### src/rtl/md_issue_ctrl.sv
// md_issue_ctrl
//
// Issue and interlock controller sitting between the D/E pipeline registers
// and the multiply/divide unit (MDU).
//   - Converts an E-stage mult/multu/div/divu into exactly one MDU start
//     pulse, no matter how many cycles the instruction sits in E.
//   - Stalls D while an HI/LO-class instruction would collide with an MDU
//     operation that has been started and not yet finished.
//   - Keeps saturating issue/stall counters and a sticky protocol-error flag.
//
// Ports:
//   clk          system clock, rising edge
//   reset        asynchronous active-low reset
//   e_valid      E register holds a real instruction
//   e_mdu_op     MDU opcode of the E instruction (0 none, 1..4 start ops,
//                5..8 mfhi/mflo/mthi/mtlo)
//   e_advance    E register loads a new instruction at the next edge
//   d_uses_md    D instruction is an MDU-class instruction
//   mdu_busy     MDU busy-or-start indication
//   mdu_start    one-cycle start pulse to the MDU
//   mdu_op_out   opcode presented to the MDU
//   stall_d      freeze F/D and insert a bubble into E
//   issue_cnt    saturating count of start pulses
//   stall_cnt    saturating count of stall_d cycles
//   proto_err    sticky: a start op reached E while an operation was in flight
//
// Start/busy handshake: mdu_start is a single-cycle request with no ready
// back-pressure; the MDU must accept it in that cycle. From the start edge the
// controller treats the operation as in flight until the first edge at which
// the MDU reports mdu_busy=0 and no new start is being issued. mdu_busy never
// feeds mdu_start, so the request path has no combinational loop.

module md_issue_ctrl #(
    parameter logic [4:0] MUL_OP_MIN = 5'd1,
    parameter logic [4:0] OP_NONE    = 5'd0
) (
    input  logic        clk,
    input  logic        reset,
    input  logic        e_valid,
    input  logic [4:0]  e_mdu_op,
    input  logic        e_advance,
    input  logic        d_uses_md,
    input  logic        mdu_busy,
    output logic        mdu_start,
    output logic [4:0]  mdu_op_out,
    output logic        stall_d,
    output logic [31:0] issue_cnt,
    output logic [31:0] stall_cnt,
    output logic        proto_err
);

    // Start ops occupy four consecutive codes from MUL_OP_MIN; the four
    // HI/LO move ops follow immediately after them.
    localparam logic [4:0] MUL_OP_MAX  = MUL_OP_MIN + 5'd3;
    localparam logic [4:0] HILO_OP_MIN = MUL_OP_MIN + 5'd4;
    localparam logic [4:0] HILO_OP_MAX = MUL_OP_MIN + 5'd7;

    logic is_start;
    logic is_hilo;
    // issued: the instruction currently in E already produced its pulse.
    logic issued;
    // in_flight: an MDU operation was started and has not been seen idle.
    logic in_flight;

    always_comb begin
        is_start   = e_valid && (e_mdu_op >= MUL_OP_MIN) && (e_mdu_op <= MUL_OP_MAX);
        is_hilo    = (e_mdu_op >= HILO_OP_MIN) && (e_mdu_op <= HILO_OP_MAX);
        mdu_start  = is_start && !issued && !in_flight;
        // Start opcodes are only visible to the MDU in their start cycle so
        // a frozen E stage cannot be mistaken for a second request.
        mdu_op_out = OP_NONE;
        if (e_valid && (is_hilo || mdu_start)) begin
            mdu_op_out = e_mdu_op;
        end
        stall_d    = d_uses_md && (mdu_start || in_flight || mdu_busy);
    end

    always_ff @(posedge clk or negedge reset) begin
        if (!reset) begin
            issued    <= 1'b0;
            in_flight <= 1'b0;
            proto_err <= 1'b0;
        end else begin
            // A new E instruction always re-arms issue, even if the old one
            // pulsed in this very cycle.
            if (e_advance) begin
                issued <= 1'b0;
            end else if (mdu_start) begin
                issued <= 1'b1;
            end

            if (mdu_start) begin
                in_flight <= 1'b1;
            end else if (!mdu_busy) begin
                in_flight <= 1'b0;
            end

            // A fresh start op meeting an in-flight operation means the D
            // interlock was bypassed; the op is dropped when E advances.
            if (is_start && !issued && in_flight) begin
                proto_err <= 1'b1;
            end
        end
    end

    always_ff @(posedge clk or negedge reset) begin
        if (!reset) begin
            issue_cnt <= 32'd0;
            stall_cnt <= 32'd0;
        end else begin
            if (mdu_start && (issue_cnt != 32'hFFFF_FFFF)) begin
                issue_cnt <= issue_cnt + 32'd1;
            end
            if (stall_d && (stall_cnt != 32'hFFFF_FFFF)) begin
                stall_cnt <= stall_cnt + 32'd1;
            end
        end
    end

endmodule

### config.mk
export PLATFORM = sky130hd
export DESIGN_NAME = md_issue_ctrl
export DESIGN_NICKNAME = d
export VERILOG_FILES = /design/src/rtl/md_issue_ctrl.sv
export SDC_FILE = /design/constraint.sdc
export NUM_CORES = 1
export LEC_CHECK = 0
export BUFFER_PORTS_ARGS = -buffer_cell sky130_fd_sc_hd__buf_2
export CAP_MARGIN = 15
export CORE_UTILIZATION = 35
export DETAILED_ROUTE_END_ITERATION = 10
export SYNTH_ARGS = -nofsm -noshare
export SYNTH_HDL_FRONTEND = slang
export SYNTH_SLANG_ARGS = --single-unit
### constraint.sdc
create_clock -name clk -period 2.3 [get_ports clk]
set_clock_uncertainty 0.2 [all_clocks]
set_input_delay 0.46 -clock clk [delete_from_list [all_inputs] [get_ports clk]]
set_output_delay 0.46 -clock clk [all_outputs]
set_load 0.03 [all_outputs]
==> flow_metrics.py, run 1 <==
metrics = {
    "floorplanning": {
        "initial_utilization_pct": 36.0,
        "die_h_um": 99.5,
        "core_area_sq_um": 9240,
        "die-area_sq_um": 9900,
        "rows": 35,
        "ioPinCount": 83,
        "dieWidth_um": 99.5,
    },
    "yosys": {
        "synth_nets": 328,
        "yosys.area.top_type_share_pct": 50.4,
        "synth.yosys.warnings": 0,
        "synth_seq_area_share_pct": 50.4,
        "synth.distinct_cells": 45,
        "synth-seq-cells": 67,
        "synth_common_cells": "67 x sky130_fd_sc_hd__dfrtp_1, 54 x sky130_fd_sc_hd__xnor2_1, 35 x sky130_fd_sc_hd__nand4_1",
        "yosys.cell_count.top_type": "sky130_fd_sc_hd__dfrtp_1",
        "netlist_area_sq_um": 3330,
        "synthFlopType": "sky130_fd_sc_hd__dfrtp_1",
        "post_synth_inst_count": 315,
        "synthesis.area_per_instance_sq_um": 10.6,
        "count_of_flip_flops_with_a_built_in_enable_after_synthesis": 0,
        "synth_top_cell_by_area": "sky130_fd_sc_hd__dfrtp_1",
        "share_of_flip_flops_with_an_asynchronous_set_or_reset_pct": 100,
        "synth_area_leaders": "sky130_fd_sc_hd__dfrtp_1 50%, sky130_fd_sc_hd__xnor2_1 14%, sky130_fd_sc_hd__nand4_1 6.6%",
    },
    "final_layout": {
        "n_fill_cell": 877,
        "area_of_combinational_cells_with_multiple_inputs_sq_um": 1680,
        "design_area_sq_um": 4590,
        "layout-area-overhead-vs-synth_pct": 37.9,
        "finalCoreUtilization_pct": 49.7,
        "share_of_post_route_cells_with_drive_strength_above_1_pct": 39.4,
        "antennaDiodeCount": 0,
        "final_nets": 457,
        "ff_latch_area_sq_um": 1690,
    },
    "status": {
        "run_status": "finished, violations left",
        "violations": "negative setup slack",
    },
    "routing": {
        "wl_per_cell_um": 13.6,
        "drc_errors": 0,
        "remaining_antenna_violation_count_after_routing": 0,
        "detailedRoute.firstPassIterationCount": 4,
        "drt-total-wl_um": 7880,
        "vias": 2844,
        "drtIter0Drc": 70,
        "detail_route.vias_per_cell": 4.92,
    },
    "place": {
        "dpl.hpwl_um": 5630,
        "place.port_buffers": 81,
        "pre_cts_slack_ns": -0.144,
        "gp_routability_congestion": 0.872,
        "dpl-instance-area_sq_um": 4200,
    },
    "global_route": {
        "gr-usage-all-layers_pct": 16.6,
        "grt_max_degree": 68,
        "grt_antenna_before_repair": 0,
        "overflow": 0,
        "first_global_vias": 2806,
        "grt_first_pass_wirelength_um": 13100,
    },
    "clock_tree": {
        "clock_tree_from_tritoncts": "done",
        "cts.reportedPaths.clkPinSlew_ns": 0.07,
        "cts_num_sinks": 67,
        "total_cts_buffers": 9,
        "cts-root-to-sink-buffers": 2,
        "worst_skew_pair.late_latency_ns": 0.33,
        "h-tree-depth": 3,
        "clock-root-buffer": "sky130_fd_sc_hd__clkbuf_8",
    },
    "timing": {
        "fin_ws_ns": -0.0657,
        "drv_slew": 0,
        "slew_at_the_pin_closest_to_its_max_slew_limit_ns": 0.490,
        "max_freq_mhz": 423,
        "period_needed_ns": 2.37,
        "final.period_utilization_pct": 103,
        "finalHoldViolCount": 0,
        "finalSetupViolations": 6,
        "grt_setup_unrepaired": "true",
        "max-slew-margin-rel_pct": 67.0,
    },
    "worst_setup_path": {
        "worstPathArrival_ns": 1.71,
        "setup.worst_path.end_class": "primary output",
        "timing_worst_setup_path_type": "reg -> out",
        "worst-path-max-fanout": 4,
        "cp.required_ns": 1.64,
        "worst_setup_path_start_kind": "flop",
    },
    "power_and_ir_drop": {
        "worst_ir_drop_vdd_v": 0.000529,
        "power.share.clock_pct": 32.5,
        "power.sequential.fraction_pct": 47.3,
        "power.share.combinational_pct": 20.2,
        "internal_power_mw": 1.99,
        "power_switching_mw": 0.916,
        "netSwitchingFraction_pct": 31.5,
        "power_leakage_nw": 2.19,
        "powerDensity_nw_per_um2": 634,
    },
    "worst_hold_path": {
        "hold_path_class": "in -> reg",
    },
    "flow_run": {
        "drv_cap": 0,
    },
}
layout make-up:
class / count / share of cell area, %
multi-input cells: 232 / 36.6
repair buffers: 126 / 18.0
inverters: 8 / 0.763
clock buffers: 15 / 4.06
well taps: 129 / 3.52
clock inverters: 1 / 0.164
flip-flops and latches: 67 / 36.9
cells in the final DEF (no fill, tap or decap), types with 3 or more instances in the layout:
cell	netlist	routed
sky130_fd_sc_hd__and3_1	16	16
sky130_fd_sc_hd__and4_1	5	5
sky130_fd_sc_hd__buf_12	0	3
sky130_fd_sc_hd__buf_2	4	75
sky130_fd_sc_hd__buf_4	1	40
sky130_fd_sc_hd__buf_6	0	7
sky130_fd_sc_hd__clkbuf_8	0	13
sky130_fd_sc_hd__dfrtp_1	67	54
sky130_fd_sc_hd__dfrtp_2	0	13
sky130_fd_sc_hd__inv_1	8	7
sky130_fd_sc_hd__nand2_1	23	21
sky130_fd_sc_hd__nand3_1	27	26
sky130_fd_sc_hd__nand4_1	35	35
sky130_fd_sc_hd__nor2_1	21	17
sky130_fd_sc_hd__nor2_4	0	4
sky130_fd_sc_hd__nor3_1	5	5
sky130_fd_sc_hd__nor4_1	5	4
sky130_fd_sc_hd__xnor2_1	54	54
sky130_fd_sc_hd__xor2_1	7	7
logic make-up (layout without fill, tap and decap cells):
| group | after synthesis | in the layout | share of synthesized area (%) |
|---|---|---|---|
| AO/OA/AOI/OAI | 11 | 11 | 2.67 |
| XOR/XNOR | 61 | 61 | 16.1 |
| buffers and inverters | 16 | 150 | 2.07 |
| multiplexers | 3 | 3 | 1.13 |
| AND/OR/NAND/NOR | 154 | 154 | 26.8 |
| flip-flops | 67 | 67 | 50.4 |
| adder cells (fa/ha/maj) | 2 | 2 | 0.752 |
| other | 1 | 1 | 0.113 |
flip-flops by register name (all words and copies together) (netlist names):
name       flops
proto_err      1
in_flight      1
stall_cnt     32
issue_cnt     32
issued         1
per-layer routing:
layer,GRT usage (%),share of wire (%)
met1,21.3,47
met2,27.1,47
met3,3.87,5.1
met4,6.56,1.1
met5,0,0
what timing repair did:
item                                    4_1_cts  5_1_grt
pin swaps                                     2        8
hold endpoints to repair                     67        0
setup buffers                                 3        7
hold buffers                                  1        0
endpoints found under the setup margin        6       23
resized for setup                            14       14
power groups by stage:
stage | clock, mW | combinational (mW) | sequential (mW)
after global routing | 1.02 | 0.634 | 1.39
after detailed placement | 0 | 0.573 | 1.40
after global placement | 0 | 0.564 | 1.39
final | 0.945 | 0.588 | 1.38
after CTS | 0.978 | 0.586 | 1.38
after floorplan | 0 | 0.170 | 1.56
worst paths after layout:
check	start	endpoint	slack, ns	cells past startpoint
setup / recovery	issued$_DFFE_PN0P_	mdu_op_out[1]	-0.07	6
hold reg to reg	proto_err$_DFFE_PN0P_	proto_err$_DFFE_PN0P_	0.27	1
setup reg to reg	issued$_DFFE_PN0P_	issue_cnt[1]$_DFFE_PN0P_	0.07	8
hold / removal	e_advance	issued$_DFFE_PN0P_	0.07	2
min in group asynchronous	reset	issue_cnt[28]$_DFFE_PN0P_	0.48	3
max in group asynchronous	reset	stall_cnt[11]$_DFFE_PN0P_	1.10	3
critical path: stages, from the launching register on:
cell                      delay (ns)
sky130_fd_sc_hd__dfrtp_1        0.40
sky130_fd_sc_hd__nor4b_2        0.22
sky130_fd_sc_hd__buf_4          0.16
sky130_fd_sc_hd__and4b_2        0.25
sky130_fd_sc_hd__o21ai_4        0.11
sky130_fd_sc_hd__nor2_4         0.11
sky130_fd_sc_hd__buf_6          0.14
stage by stage:
step	hold slack [ns]	total power [mW]	std cells	setup TNS, ns
floorplan	-0.0356	1.73	315	0
global placement	0.271	1.95	551	-1.58
detailed placement	0.258	1.97	551	-2.47
CTS	0.0569	2.94	571	-0.493
global route	0.0567	3.05	578	-1.04
finish	0.0713	2.91	578	-0.281
(Power assumes the default switching activity.)
==> run 2, diff against run 1 <==
PLACE_DENSITY_LB_ADDON = 0.2   (was not set)
==> flow_metrics.py, run 2 (synthesized netlist as in run 1, its figures left out) <==
metrics = {
    "worst_setup_path": {
        "reg2reg_from": "issued$_DFFE_PN0P_",
        "setup.worst_path.end_class": "primary output",
        "crit_family": "simple AND/OR/NAND/NOR gates",
        "worstPathArrival_ns": 1.71,
        "rr_worst_depth": 9,
        "critical_path.cell_chain": "buf_2 -> or3_4 -> and4b_2 -> o21ai_4 -> nor2_4 -> buf_6",
        "critical_path.reg2reg.endpoint": "stall_cnt[30]$_DFFE_PN0P_",
        "worst-path-stages": 6,
        "cp.required_ns": 1.64,
        "timing.critical_path.slowest_cell_delay_ns": 0.38,
        "crit_buf_inv": 2,
        "cp_slowest_cell": "sky130_fd_sc_hd__or3_4",
        "worst_setup_path_start_kind": "input pin",
        "worst-path-max-fanout": 4,
        "timing_worst_setup_path_type": "in -> out",
        "critical_path.endpoint": "mdu_op_out[1]",
        "r2r_slack_ns": 0.03,
        "critPathLaunch": "e_mdu_op[2]",
    },
    "place": {
        "place.port_buffers": 81,
        "gp_routability_congestion": 0.862,
        "place_inst": 549,
        "pre_cts_slack_ns": -0.166,
        "dpl-instance-area_sq_um": 4180,
        "dpl.hpwl_um": 5530,
    },
    "clock_tree": {
        "clock_tree_from_tritoncts": "done",
        "h-tree-depth": 3,
        "cts_num_sinks": 67,
        "worst_skew_pair.late_latency_ns": 0.34,
        "cts-root-to-sink-buffers": 2,
        "clock-root-buffer": "sky130_fd_sc_hd__clkbuf_8",
        "cts.reportedPaths.clkPinSlew_ns": 0.06,
        "total_cts_buffers": 9,
    },
    "routing": {
        "detailedRoute.firstPassIterationCount": 4,
        "drt-total-wl_um": 7960,
        "remaining_antenna_violation_count_after_routing": 0,
        "drtIter0Drc": 127,
        "vias": 2854,
        "drc_errors": 0,
        "detail_route.vias_per_cell": 4.99,
        "wl_per_cell_um": 13.9,
    },
    "flow_run": {
        "drv_cap": 0,
    },
    "final_layout": {
        "layout-area-overhead-vs-synth_pct": 37.3,
        "most-common-layout-cells": "76 x sky130_fd_sc_hd__buf_2, 54 x sky130_fd_sc_hd__dfrtp_1, 53 x sky130_fd_sc_hd__xnor2_1",
        "share_of_post_route_cells_with_drive_strength_above_1_pct": 38.8,
        "mostFrequentLayoutCell": "sky130_fd_sc_hd__buf_2",
        "antennaDiodeCount": 0,
        "largest_registers": "issue_cnt x32, stall_cnt x32",
        "final_nets": 451,
        "design_area_sq_um": 4570,
        "layout.cells.non_filler": 572,
    },
    "global_route": {
        "first_global_vias": 2769,
        "grt_max_degree": 68,
        "grt_antenna_before_repair": 0,
        "overflow": 0,
        "grt_first_pass_wirelength_um": 13300,
        "gr-usage-all-layers_pct": 16.9,
    },
    "floorplanning": {
        "rows": 35,
        "core_area_sq_um": 9240,
        "ioPinCount": 83,
        "die-area_sq_um": 9900,
        "dieWidth_um": 99.5,
        "initial_utilization_pct": 36.0,
        "die_h_um": 99.5,
    },
    "status": {
        "violations": "negative setup slack",
        "run_status": "finished, violations left",
    },
    "timing": {
        "worst_hold_slack_after_final_layout_ns": 0.0754,
        "finalSetupViolations": 4,
        "max_freq_mhz": 421,
        "final.period_utilization_pct": 103,
        "finalHoldViolCount": 0,
        "slew_at_the_pin_closest_to_its_max_slew_limit_ns": 0.529,
        "grt_setup_unrepaired": "true",
        "max-slew-margin-rel_pct": 64.4,
        "drv_slew": 0,
        "fin_ws_ns": -0.0728,
        "period_needed_ns": 2.37,
    },
    "power_and_ir_drop": {
        "total_power_mw": 3.09,
        "netSwitchingFraction_pct": 30.0,
        "power_leakage_nw": 2.19,
        "powerDensity_nw_per_um2": 677,
        "power.share.combinational_pct": 19.9,
        "power.share.clock_pct": 35.9,
        "worst_ir_drop_vdd_v": 0.000701,
        "internal_power_mw": 2.17,
        "power_switching_mw": 0.928,
        "power.sequential.fraction_pct": 44.1,
    },
    "worst_hold_path": {
        "hold_path_class": "in -> reg",
    },
}
-- run 2: cell count changes in the layout (fill, tap and decap cells not counted), sizes merged --
cell    previous run  this run
clkbuf            15        12
bufinv             0         2
clkinv             0         1
buf              125       119
-- run 2: timing repair --
| item | CTS | global route |
|---|---|---|
| endpoints found under the setup margin | 6 | 23 |
| setup buffers | 5 | 3 |
| endpoints found under the hold margin | 67 | 0 |
| hold buffers | 1 | 0 |
| gates cloned | 0 | 1 |
| pin swaps | 5 | 12 |
| resized for setup | 17 | 10 |
-- run 2: per-layer routing --
metal  up-vias  track usage [%]  routed length [um]
met5         -                0                   0
met4         0             4.41                  85
met3         9             5.06                 417
met2        84             28.4                3890
met1      1378             21.3                3570
li1       1383                -                   -
-- run 2: stage by stage --
stage | utilization (%) | setup TNS (ns)
2_1_floorplan | - | 0
3_3_place_gp | 45.2 | -1.75
3_5_place_dp | 45.2 | -3.40
4_1_cts | 48.7 | -0.360
5_1_grt | 49.5 | -0.773
6_report | 49.5 | -0.250
-- run 2: power groups by stage --
| stage | combinational [mW] | sequential (mW) | clock (mW) |
|---|---|---|---|
| after floorplan | 0.170 | 1.56 | 0 |
| after global placement | 0.588 | 1.38 | 0 |
| after global routing | 0.669 | 1.38 | 1.20 |
| after CTS | 0.615 | 1.36 | 1.15 |
| final | 0.617 | 1.36 | 1.11 |
| after detailed placement | 0.594 | 1.38 | 0 |
-- run 2: how the worst min path moves through the flow --
stage / from / endpoint / cells after the start
detailed placement: stall_cnt[10]$_DFFE_PN0P_ / stall_cnt[10]$_DFFE_PN0P_ / 1
finish: e_advance / issued$_DFFE_PN0P_ / 2
global route: e_advance / issued$_DFFE_PN0P_ / 2
global placement: proto_err$_DFFE_PN0P_ / proto_err$_DFFE_PN0P_ / 1
floorplan: reset / in_flight$_DFFE_PN0P_ / 0
CTS: e_advance / issued$_DFFE_PN0P_ / 2
-- run 2: final cells by class --
class                      instances  area, sq um
clock buffer                      12          155
clock inverter                     4         72.6
fill                             876         4670
inverter                           8         32.5
multi-input combinational        232         1680
sequential                        67         1690
tap                              129          161
timing repair buffer             120          777
==> run 3, diff against run 2 <==
BUFFER_PORTS_ARGS = -buffer_cell sky130_fd_sc_hd__buf_4   (was -buffer_cell sky130_fd_sc_hd__buf_2)
==> flow_metrics.py, run 3 (synthesized netlist as in run 1, its figures left out) <==
metrics = {
    "status": {
        "run_status": "finished, violations left",
        "violations": "negative setup slack",
    },
    "routing": {
        "vias": 2890,
        "detail_route.vias_per_cell": 4.89,
        "wl_per_cell_um": 13.6,
        "drc_errors": 0,
        "drtIter0Drc": 72,
        "remaining_antenna_violation_count_after_routing": 0,
        "detailedRoute.firstPassIterationCount": 4,
        "drt-total-wl_um": 8050,
    },
    "worst_setup_path": {
        "cp_slowest_cell": "sky130_fd_sc_hd__or3_4",
        "worstPathArrival_ns": 1.69,
        "cp.required_ns": 1.64,
        "worst-path-max-fanout": 4,
        "crit_buf_inv": 2,
        "worst_setup_path_start_kind": "input pin",
        "timing.critical_path.slowest_cell_delay_ns": 0.38,
        "crit_family": "simple AND/OR/NAND/NOR gates",
        "critical_path.cell_chain": "buf_4 -> or3_4 -> and4b_2 -> o21ai_4 -> nor2_4 -> buf_6",
        "timing_worst_setup_path_type": "in -> out",
        "setup.worst_path.end_class": "primary output",
    },
    "flow_run": {
        "drv_cap": 0,
    },
    "timing": {
        "finalHoldViolCount": 0,
        "drv_slew": 0,
        "period_needed_ns": 2.35,
        "grt_setup_unrepaired": "true",
        "finalSetupViolations": 5,
        "max-slew-margin-rel_pct": 67.1,
        "max_freq_mhz": 426,
        "fin_ws_ns": -0.0501,
        "slew_at_the_pin_closest_to_its_max_slew_limit_ns": 0.488,
        "final.period_utilization_pct": 102,
    },
    "clock_tree": {
        "clock_tree_from_tritoncts": "done",
        "h-tree-depth": 3,
        "cts-root-to-sink-buffers": 2,
        "worst_skew_pair.late_latency_ns": 0.34,
        "cts_num_sinks": 67,
        "total_cts_buffers": 9,
        "clock-root-buffer": "sky130_fd_sc_hd__clkbuf_8",
        "cts.reportedPaths.clkPinSlew_ns": 0.07,
    },
    "final_layout": {
        "layout-area-overhead-vs-synth_pct": 46.3,
        "design_area_sq_um": 4870,
        "n_fill_cell": 845,
        "largest_registers": "issue_cnt x32, stall_cnt x32",
        "finalCoreUtilization_pct": 52.7,
        "most-common-layout-cells": "127 x sky130_fd_sc_hd__buf_4, 54 x sky130_fd_sc_hd__xnor2_1, 54 x sky130_fd_sc_hd__dfrtp_1",
        "share_of_post_route_cells_with_drive_strength_above_1_pct": 41.3,
        "final_nets": 470,
        "mostFrequentLayoutCell": "sky130_fd_sc_hd__buf_4",
        "area_of_combinational_cells_with_multiple_inputs_sq_um": 1660,
        "ff_latch_area_sq_um": 1690,
        "antennaDiodeCount": 0,
    },
    "floorplanning": {
        "die_h_um": 99.5,
        "dieWidth_um": 99.5,
        "ioPinCount": 83,
        "die-area_sq_um": 9900,
        "rows": 35,
        "core_area_sq_um": 9240,
        "initial_utilization_pct": 36.0,
    },
    "place": {
        "dpl-instance-area_sq_um": 4420,
        "dpl.hpwl_um": 5660,
        "gp_routability_congestion": 0.839,
        "place.port_buffers": 81,
    },
    "global_route": {
        "gr-usage-all-layers_pct": 16.8,
        "grt_first_pass_wirelength_um": 13100,
        "grt_max_degree": 68,
        "grt_antenna_before_repair": 0,
        "first_global_vias": 2763,
        "overflow": 0,
    },
    "power_and_ir_drop": {
        "power.share.clock_pct": 33.9,
        "power.sequential.fraction_pct": 44.6,
        "internal_power_mw": 2.11,
        "power.share.combinational_pct": 21.5,
        "power_switching_mw": 0.950,
        "netSwitchingFraction_pct": 31.1,
        "power_leakage_nw": 2.27,
        "worst_ir_drop_vdd_v": 0.000668,
        "powerDensity_nw_per_um2": 629,
    },
    "worst_hold_path": {
        "hold_path_class": "in -> reg",
    },
}
run 3: changes by cell type in the layout (fill, tap and decap cells not counted), moves of 2 or more:
cell,before,now
sky130_fd_sc_hd__buf_6,7,9
sky130_fd_sc_hd__buf_2,76,0
sky130_fd_sc_hd__clkinvlp_4,1,3
sky130_fd_sc_hd__buf_4,33,127
run 3: what timing repair did:
action	in CTS	in global routing
pin swaps	4	12
setup buffers	6	16
endpoints found under the hold margin	67	0
hold buffers	1	0
setup endpoints to repair	6	17
gates resized for setup	11	9
run 3: final timing paths:
check                                           from                   endpoint  slack (ns)  depth (start not counted)
setup / recovery                         e_mdu_op[2]              mdu_op_out[1]       -0.05                          6
setup reg to reg           issue_cnt[21]$_DFFE_PN0P_   issue_cnt[1]$_DFFE_PN0P_        0.06                          5
hold / removal                             e_advance         issued$_DFFE_PN0P_        0.07                          2
max in group asynchronous                      reset  stall_cnt[11]$_DFFE_PN0P_        1.11                          3
min in group asynchronous                      reset  issue_cnt[20]$_DFFE_PN0P_        0.45                          3
hold reg to reg            issue_cnt[29]$_DFFE_PN0P_  issue_cnt[29]$_DFFE_PN0P_        0.29                          1
run 3: through the flow:
stage	setup TNS [ns]	cells	power [mW]	setup slack [ns]	hold slack, ns
2_1_floorplan	0	315	1.73	0.0146	-0.0356
3_3_place_gp	-2.11	555	2.03	-0.140	0.276
3_5_place_dp	-3.36	555	2.04	-0.171	0.281
4_1_cts	-0.391	575	3.10	-0.0823	0.0568
5_1_grt	-0.703	591	3.21	-0.122	0.0571
6_report	-0.211	591	3.06	-0.0501	0.0737
run 3: final cells by class:
| class | count | area share (%) |
|---|---|---|
| clock buffer | 11 | 3.11 |
| clock inverter | 5 | 1.26 |
| inverter | 8 | 0.669 |
| multi-input combinational | 232 | 34.1 |
| sequential | 67 | 34.8 |
| tap | 129 | 3.32 |
| timing repair buffer | 139 | 22.7 |
run 3: power groups by stage:
stage / logic, mW / registers [mW] / clock network, mW
floorplan: 0.170 / 1.56 / 0
global placement: 0.641 / 1.39 / 0
detailed placement: 0.651 / 1.39 / 0
CTS: 0.665 / 1.37 / 1.07
global route: 0.718 / 1.38 / 1.11
finish: 0.659 / 1.36 / 1.04
run 3: per-layer routing:
layer	track usage (%)	wire length, um
met5	0	0
met4	7.58	134
met2	27.2	3850
met1	22.0	3760
met3	3.09	303
